`src/rtl/sram_like_pkg.sv`:
```
// ------------------------------------------------------------------
// sram_like_pkg: shared size encodings and FSM state type
// Rev 1.0
// ------------------------------------------------------------------
`default_nettype none

package sram_like_pkg;

  localparam logic [1:0] SZ_BYTE = 2'd0;
  localparam logic [1:0] SZ_HALF = 2'd1;
  localparam logic [1:0] SZ_WORD = 2'd2;
  localparam logic [1:0] SZ_ILL  = 2'd3;

  typedef enum logic [1:0] {
    ST_IDLE   = 2'd0,
    ST_ACCESS = 2'd1,
    ST_WAIT   = 2'd2,
    ST_RESP   = 2'd3
  } state_t;

endpackage

`default_nettype wire

```
`src/rtl/sram_be_gen.sv`:
```
// ------------------------------------------------------------------
// sram_be_gen: byte-lane enables and alignment check for one request
// Rev 1.0
// ------------------------------------------------------------------
`default_nettype none

module sram_be_gen
  import sram_like_pkg::*;
(
  input  logic [1:0] size,
  input  logic [1:0] addr_lo,
  input  logic       wr,
  output logic [3:0] we,
  output logic       misaligned
);

  logic [3:0] w_lanes;

  always_comb begin
    w_lanes    = 4'b0000;
    misaligned = 1'b0;
    case (size)
      SZ_BYTE: w_lanes = 4'b0001 << addr_lo;
      SZ_HALF: begin
        w_lanes    = addr_lo[1] ? 4'b1100 : 4'b0011;
        misaligned = addr_lo[0];
      end
      SZ_WORD: begin
        w_lanes    = 4'b1111;
        misaligned = |addr_lo;
      end
      default: misaligned = 1'b1;
    endcase
    we = (wr && !misaligned) ? w_lanes : 4'b0000;
  end

endmodule

`default_nettype wire

```
`src/rtl/sram_like_slave.sv`:
```
// ------------------------------------------------------------------
// sram_like_slave: SRAM-style req/addr_ok/data_ok slave over a sync RAM
// Rev 1.0
// ------------------------------------------------------------------
`default_nettype none

module sram_like_slave
  import sram_like_pkg::*;
#(
  parameter int ADDR_W  = 12,
  parameter int LATENCY = 2
) (
  input  logic              clk,
  input  logic              rst,
  input  logic              req,
  input  logic              wr,
  input  logic [1:0]        size,
  input  logic [31:0]       addr,
  input  logic [31:0]       wdata,
  output logic              addr_ok,
  output logic              data_ok,
  output logic [31:0]       rdata,
  output logic              err,
  output logic              ram_en,
  output logic [3:0]        ram_we,
  output logic [ADDR_W-1:0] ram_addr,
  output logic [31:0]       ram_wdata,
  input  logic [31:0]       ram_rdata
);

  localparam logic [3:0] c_wait_init = (LATENCY > 2) ? 4'(LATENCY - 3) : 4'd0;

  state_t             r_state, w_next;
  logic [3:0]         r_cnt, w_cnt_next;
  logic               r_wr;
  logic [1:0]         r_size;
  logic [ADDR_W+1:0]  r_addr;
  logic [31:0]        r_wdata;
  logic [31:0]        r_rdata;
  logic [3:0]         w_we;
  logic               w_misaligned;
  logic               w_accept;
  logic [31:0]        w_rd_src;
  logic [31:0]        w_resp_rdata;
  logic               w_unused_addr;

  // Address bits above the RAM window alias onto it.
  assign w_unused_addr = &{1'b0, addr[31:ADDR_W+2]};
  assign w_accept      = !rst && req && (r_state == ST_IDLE || r_state == ST_RESP);

  sram_be_gen u_be_gen (
    .size       (r_size),
    .addr_lo    (r_addr[1:0]),
    .wr         (r_wr),
    .we         (w_we),
    .misaligned (w_misaligned)
  );

  generate
    if (LATENCY == 2) begin : g_bypass
      assign w_rd_src = ram_rdata;
    end else begin : g_capture
      logic [31:0] r_cap;
      always_ff @(posedge clk) begin
        if (rst) begin
          r_cap <= '0;
        end else if (r_state == ST_WAIT && r_cnt == c_wait_init) begin
          r_cap <= ram_rdata;
        end
      end
      assign w_rd_src = r_cap;
    end
  endgenerate

  assign w_resp_rdata = w_misaligned ? 32'h0 : (r_wr ? r_rdata : w_rd_src);

  always_comb begin
    w_next     = r_state;
    w_cnt_next = r_cnt;
    case (r_state)
      ST_IDLE:   if (req) w_next = ST_ACCESS;
      ST_ACCESS: begin
        if (LATENCY > 2) begin
          w_next     = ST_WAIT;
          w_cnt_next = c_wait_init;
        end else begin
          w_next = ST_RESP;
        end
      end
      ST_WAIT: begin
        if (r_cnt == 4'd0) w_next = ST_RESP;
        else               w_cnt_next = r_cnt - 4'd1;
      end
      ST_RESP:   w_next = req ? ST_ACCESS : ST_IDLE;
      default:   w_next = ST_IDLE;
    endcase
  end

  always_ff @(posedge clk) begin
    if (rst) begin
      r_state <= ST_IDLE;
      r_cnt   <= 4'd0;
      r_wr    <= 1'b0;
      r_size  <= SZ_BYTE;
      r_addr  <= '0;
      r_wdata <= '0;
      r_rdata <= '0;
    end else begin
      r_state <= w_next;
      r_cnt   <= w_cnt_next;
      if (w_accept) begin
        r_wr    <= wr;
        r_size  <= size;
        r_addr  <= addr[ADDR_W+1:0];
        r_wdata <= wdata;
      end
      if (r_state == ST_RESP) r_rdata <= w_resp_rdata;
    end
  end

  // Outputs are gated by rst so an in-flight request cannot touch the RAM.
  always_comb begin
    addr_ok   = 1'b0;
    data_ok   = 1'b0;
    err       = 1'b0;
    rdata     = 32'h0;
    ram_en    = 1'b0;
    ram_we    = 4'b0000;
    ram_addr  = '0;
    ram_wdata = 32'h0;
    if (!rst) begin
      rdata = r_rdata;
      case (r_state)
        ST_IDLE:   addr_ok = 1'b1;
        ST_ACCESS: begin
          ram_en    = !w_misaligned;
          ram_we    = w_we;
          ram_addr  = r_addr[ADDR_W+1:2];
          ram_wdata = r_wdata;
        end
        ST_RESP: begin
          addr_ok = 1'b1;
          data_ok = 1'b1;
          err     = w_misaligned;
          rdata   = w_resp_rdata;
        end
        default: ;
      endcase
    end
  end

endmodule

`default_nettype wire

```
`config.mk`:
```
export PLATFORM = sky130hd
export DESIGN_NAME = sram_like_slave
export DESIGN_NICKNAME = d
export VERILOG_FILES = /design/src/rtl/sram_like_pkg.sv /design/src/rtl/sram_be_gen.sv /design/src/rtl/sram_like_slave.sv
export SDC_FILE = /design/constraint.sdc
export NUM_CORES = 1
export LEC_CHECK = 0
export CAP_MARGIN = 5
export CORE_MARGIN = 8
export CORE_UTILIZATION = 30
export DETAILED_ROUTE_END_ITERATION = 8
export PLACE_DENSITY_LB_ADDON = 0.12
export SLEW_MARGIN = 20
export SYNTH_ARGS = -nofsm -noshare
export SYNTH_HDL_FRONTEND = slang
export SYNTH_SLANG_ARGS = --single-unit
```
`constraint.sdc`:
```
create_clock -name clk -period 2.31 [get_ports clk]
set_clock_uncertainty 0.15 [all_clocks]
set_input_delay 0.5775 -clock clk [delete_from_list [all_inputs] [get_ports clk]]
set_output_delay 0.5775 -clock clk [all_outputs]
set_load 0.02 [all_outputs]
```
* After elaboration in Yosys (flattened, before gate mapping) *
Index checks and enable logic that the tools add are counted.

operators by class
  add/subtract/negate cells = 1
  multiply operators = 0
  div/mod/pow operators = 0
  $lt $le $gt $ge = 0
  eq/ne operators = 7
  shift-type cells = 1
  multiplexer cells = 26
  bitwise operators = 1
  reduce and logical (&&, ||, !) cells = 13

operator list
  kind                 number
  $mux 32              6
  $mux 12              2
  $mux 4               4
  $pmux 4 s3           1
  $mux 1               9
  $pmux 2 s4           1
  $eq 2x2->1 const B   3
  $eq 2x1->1 const B   2
  $logic_not 2->1      2
  $logic_not 4->1      1
  $mux 2               2
  $ne 2x2->1 const B   2
  $reduce_and 2->1     2
  $reduce_or 2->1      2
  $shl 1x2->4 const A  1
  $sub 4x1->4 const B  1
  $logic_and 1x1->1    3
  $pmux 1 s3           1
  $logic_not 1->1      2
  $logic_or 1x1->1     1
  $not 1->1            1

word-level totals
  register bits = 87
  bits in latches = 0
  bits in writable memories = 0
  ROM bits = 0
  input bits = 102
  output and inout bits = 84
  word-level logic and storage cells = 56
  memories = 0

* Logic depth before layout (Yosys ltp) *
  depth in word-level cells = 7
  mapped depth = 7
  depth with buffers taken out = 5

* Cells and area by module *
A second synthesis with hierarchy kept.

unflattened totals
  cell total of the unflattened synthesis = 466
  area total of the unflattened synthesis = 3637.2 µm²

modules (own cells, without submodules)
  module           instances  cells an instance  area each (µm²)
  sram_like_slave  1          453                3543.4
  sram_be_gen      1          13                 93.8

* Least setup slack after synthesis *
Ideal clock, no wire load.

  path kind = input to output
  start point = input rst
  end point = output err
  data arrival time = 1.446 ns
  data required time = 1.582 ns
  slack = 0.136 ns
  stages on the path = 2
  cells stage by stage = buf_2 > nor4_1

on the way
  longest elaborated chain between the ends = 1

RTL lines
  what         line                    source
  from (decl)  sram_like_slave.sv:14   input logic rst,
  $mux 1       sram_like_slave.sv:131  if (!rst) begin
  to (decl)    sram_like_slave.sv:23   output logic err,

No other way between the ends.

* Final worst setup path *
  start point = register r_state[0]
  end point = output rdata[11]

on the way
  longest elaborated chain between the ends = 3

RTL lines
  what                    line                    source
  from (decl)             sram_like_slave.sv:33   state_t r_state, w_next;
  from (signal assigned)  sram_like_slave.sv:109  r_state <= w_next;
  $eq 2x2->1              sram_like_slave.sv:133  case (r_state)
  $mux 32                 -
  $mux 32                 sram_like_slave.sv:131
  to (decl)               sram_like_slave.sv:22   output logic [31:0] rdata,

No other way between the ends.

==> impl_metrics.json <==
{
  "status": "finished, violations left",
  "hold_class": "flop to flop",
  "antenna_left": 0,
  "cts_hold_buf": 0,
  "utilization": 0.574,
  "cts-root-buf": "clkbuf_16",
  "final_cells": 856,
  "synth_top_area_frac": 0.482,
  "drive_above_1_share": 0.367,
  "place_hpwl_um": 8420,
  "whs_ns": 0.313,
  "ios": 186,
  "finalMaxSlewViolations": 0,
  "start_util": 0.304,
  "cp_top_family": "buffers and inverters",
  "critPathKind": "flop to primary output",
  "maxCapViolations": 0,
  "critPathRequiredTime_ns": 1.58,
  "die_h_um": 126,
  "rsz0062_at_grt": "true",
  "drt_iter0_markers": 158,
  "vias": 4031,
  "die_w_um": 126,
  "crit_path_max_fanout": 16,
  "crit_slowest_cell": "dfxtp_2",
  "synth_flop_cell": "dfxtp_1",
  "syn_nets": 575,
  "power.leakage_nw": 3.01,
  "num_rows": 40,
  "postPlaceCellArea_um2": 5780,
  "viasPerCell": 4.71,
  "async_reset_ff_frac": 0,
  "preCtsSetupSlack_ns": -0.806,
  "synth_xor_area_frac": 0,
  "syn_avg_cell_area_um2": 7.74,
  "cts_tree": "built",
  "final_nets": 812,
  "cts_made_buffers": 9,
  "io_buffers": 167,
  "power_density_nw_per_um2": 815,
  "ys_seq_area_frac": 0.482,
  "setup_violations": 48,
  "num-fill-cells": 1062,
  "htree_levels": 3,
  "grt_pass1_wl_um": 20700,
  "yosysMostFrequentCell": "nand2_1",
  "drt-total-wl_um": 13600,
  "routabilityCongestion": 0.747,
  "synthMuxAreaShare": 0.00865,
  "multi_input_area_um2": 2050,
  "cp-start-kind": "flop",
  "synth_commonest_cells": "164 x nand2_1, 87 x dfxtp_1, 48 x o21ai_0, 44 x and3_1, 39 x a21oi_1",
  "fin_crit_sh": 1.07,
  "gr-total-overflow": 0,
  "crit_arrival_ns": 1.75,
  "yosysTopAreaCell": "dfxtp_1",
  "cpMostUsedCell": "buf_6",
  "max_freq_ghz": 0.403,
  "cts.sinks": 87,
  "critPathBufInv": 4,
  "n_antenna_cell": 0,
  "antenna_found_initial": 0,
  "power_mw": 5.57,
  "yosysUniqueCellTypes": 34,
  "yosys_warnings": 0,
  "dp_cells": 801,
  "worst_slew_pin_slew_ns": 0.360,
  "fin_ws_ns": -0.171,
  "dr.pass1.iters": 4,
  "crit_chain": "ha_4 -> buf_6 -> nor2b_4 -> buf_4 -> buf_12 -> nand2_1 -> a21oi_2 -> buf_6",
  "clkTransAtPathRegs_ns": 0.06,
  "ys_ff_latch": 87,
  "slew_headroom": 0.757,
  "coreArea_um2": 11900,
  "violations": "setup timing",
  "clkLatencyLatePin_ns": 0.34,
  "synth_fa_ha_area_frac": 0.0208,
  "layout.area.seq_um2": 1750,
  "avgRoutedWirePerCell_um": 15.9,
  "fin_area_um2": 6840,
  "syn_to_final_growth_pct": 89.0,
  "rrSetupSlack_ns": 0.28,
  "drc": 0,
  "synth_edf_count": 0,
  "dieArea_um2": 15800,
  "synth_top_family_by_area": "simple AND/OR/NAND/NOR gates",
  "synth.area.top_cells": "dfxtp_1 48%, nand2_1 17%, and3_1 7.6%",
  "min_period_ns": 2.48,
  "worst_ir_drop_vdd_mv": 0.517,
  "grt_max_degree": 74,
  "clockBufferDepth": 2,
  "synth_cells": 467,
  "crit_path_max_incr_delay_ns": 0.35,
  "grt_usage": 0.163,
  "netlist_area_um2": 3620,
  "yosys.area_share.simple": 0.282,
  "cp-end-kind": "primary output",
  "finalHoldViolCount": 0,
  "grt_pass1_vias": 4020,
  "synth_compound_area_frac": 0.152,
  "finalSetupTns_ns": -5.16
}
[tightest hold or removal path, cell delays in order (launching register included)]
cell     delay [ns]
dfxtp_1        0.31
nand2_1        0.05
o21ai_1        0.06
[registers in the layout, summed over array words and instances, names as in the netlist]
register / flops
r_cnt: 4
r_wr: 1
r_rdata: 32
r_addr: 14
r_state: 2
r_size: 2
r_wdata: 32
[worst paths after layout]
check | end | from | depth (start not counted)
max | rdata[11] | r_state[0] | 8
min | r_wdata[24] | r_wdata[24] | 2
max reg2reg | r_addr[11] | r_state[1] | 8
min reg2reg | r_wdata[24] | r_wdata[24] | 2
[logic make-up after synthesis]
logic type,count (synthesis)
adders and majority gates,6
muxes,3
AOI/OAI and AO/OA,99
and+or+nand+nor,228
buffers and inverters,44
DFF,87
[metal layers]
layer / up-vias / global-route usage / part of all wire
li1: 2016 / - / -
met1: 1873 / 0.177 / 0.41
met2: 130 / 0.269 / 0.48
met3: 12 / 0.0878 / 0.095
met4: 0 / 0.0517 / 0.014
met5: - / 0 / 0
[repair_timing]
item                       4_1_cts  5_1_grt
setup endpoints to repair       84       73
cloned                           4        1
buffers inserted                19       18
pin swaps                       19       30
gates resized for setup        469       81
[cell usage in the layout (no fill, tap or decap), types with 6 or more instances in the layout]
cell | Yosys | routed
dfxtp_1 | 87 | 84
a21oi_2 | 1 | 21
inv_1 | 8 | 6
o21ai_0 | 48 | 48
a21oi_1 | 39 | 7
nor2_1 | 8 | 8
buf_12 | 0 | 10
nand2_2 | 0 | 7
buf_6 | 0 | 40
clkbuf_16 | 0 | 10
nand2_4 | 0 | 10
and3_1 | 44 | 42
buf_4 | 5 | 117
buf_2 | 11 | 8
a21oi_4 | 1 | 13
nand2_1 | 164 | 147
clkdlybuf4s50_1 | 0 | 82
[cell type report]
class,count,area share
inverters,8,0.00513
flip-flops and latches,87,0.255
repair buffers,262,0.365
multi-input cells,336,0.300
well taps,147,0.0269
clock inverters,3,0.00952
clock buffers,13,0.0381
[report_power, final]
group          internal, mW  total [mW]  switching (mW)
logic                  1.03        2.08            1.05
clock network          1.01        1.59           0.587
registers              1.77        1.90           0.129
No activity file was read; power rests on OpenSTA's default activity.
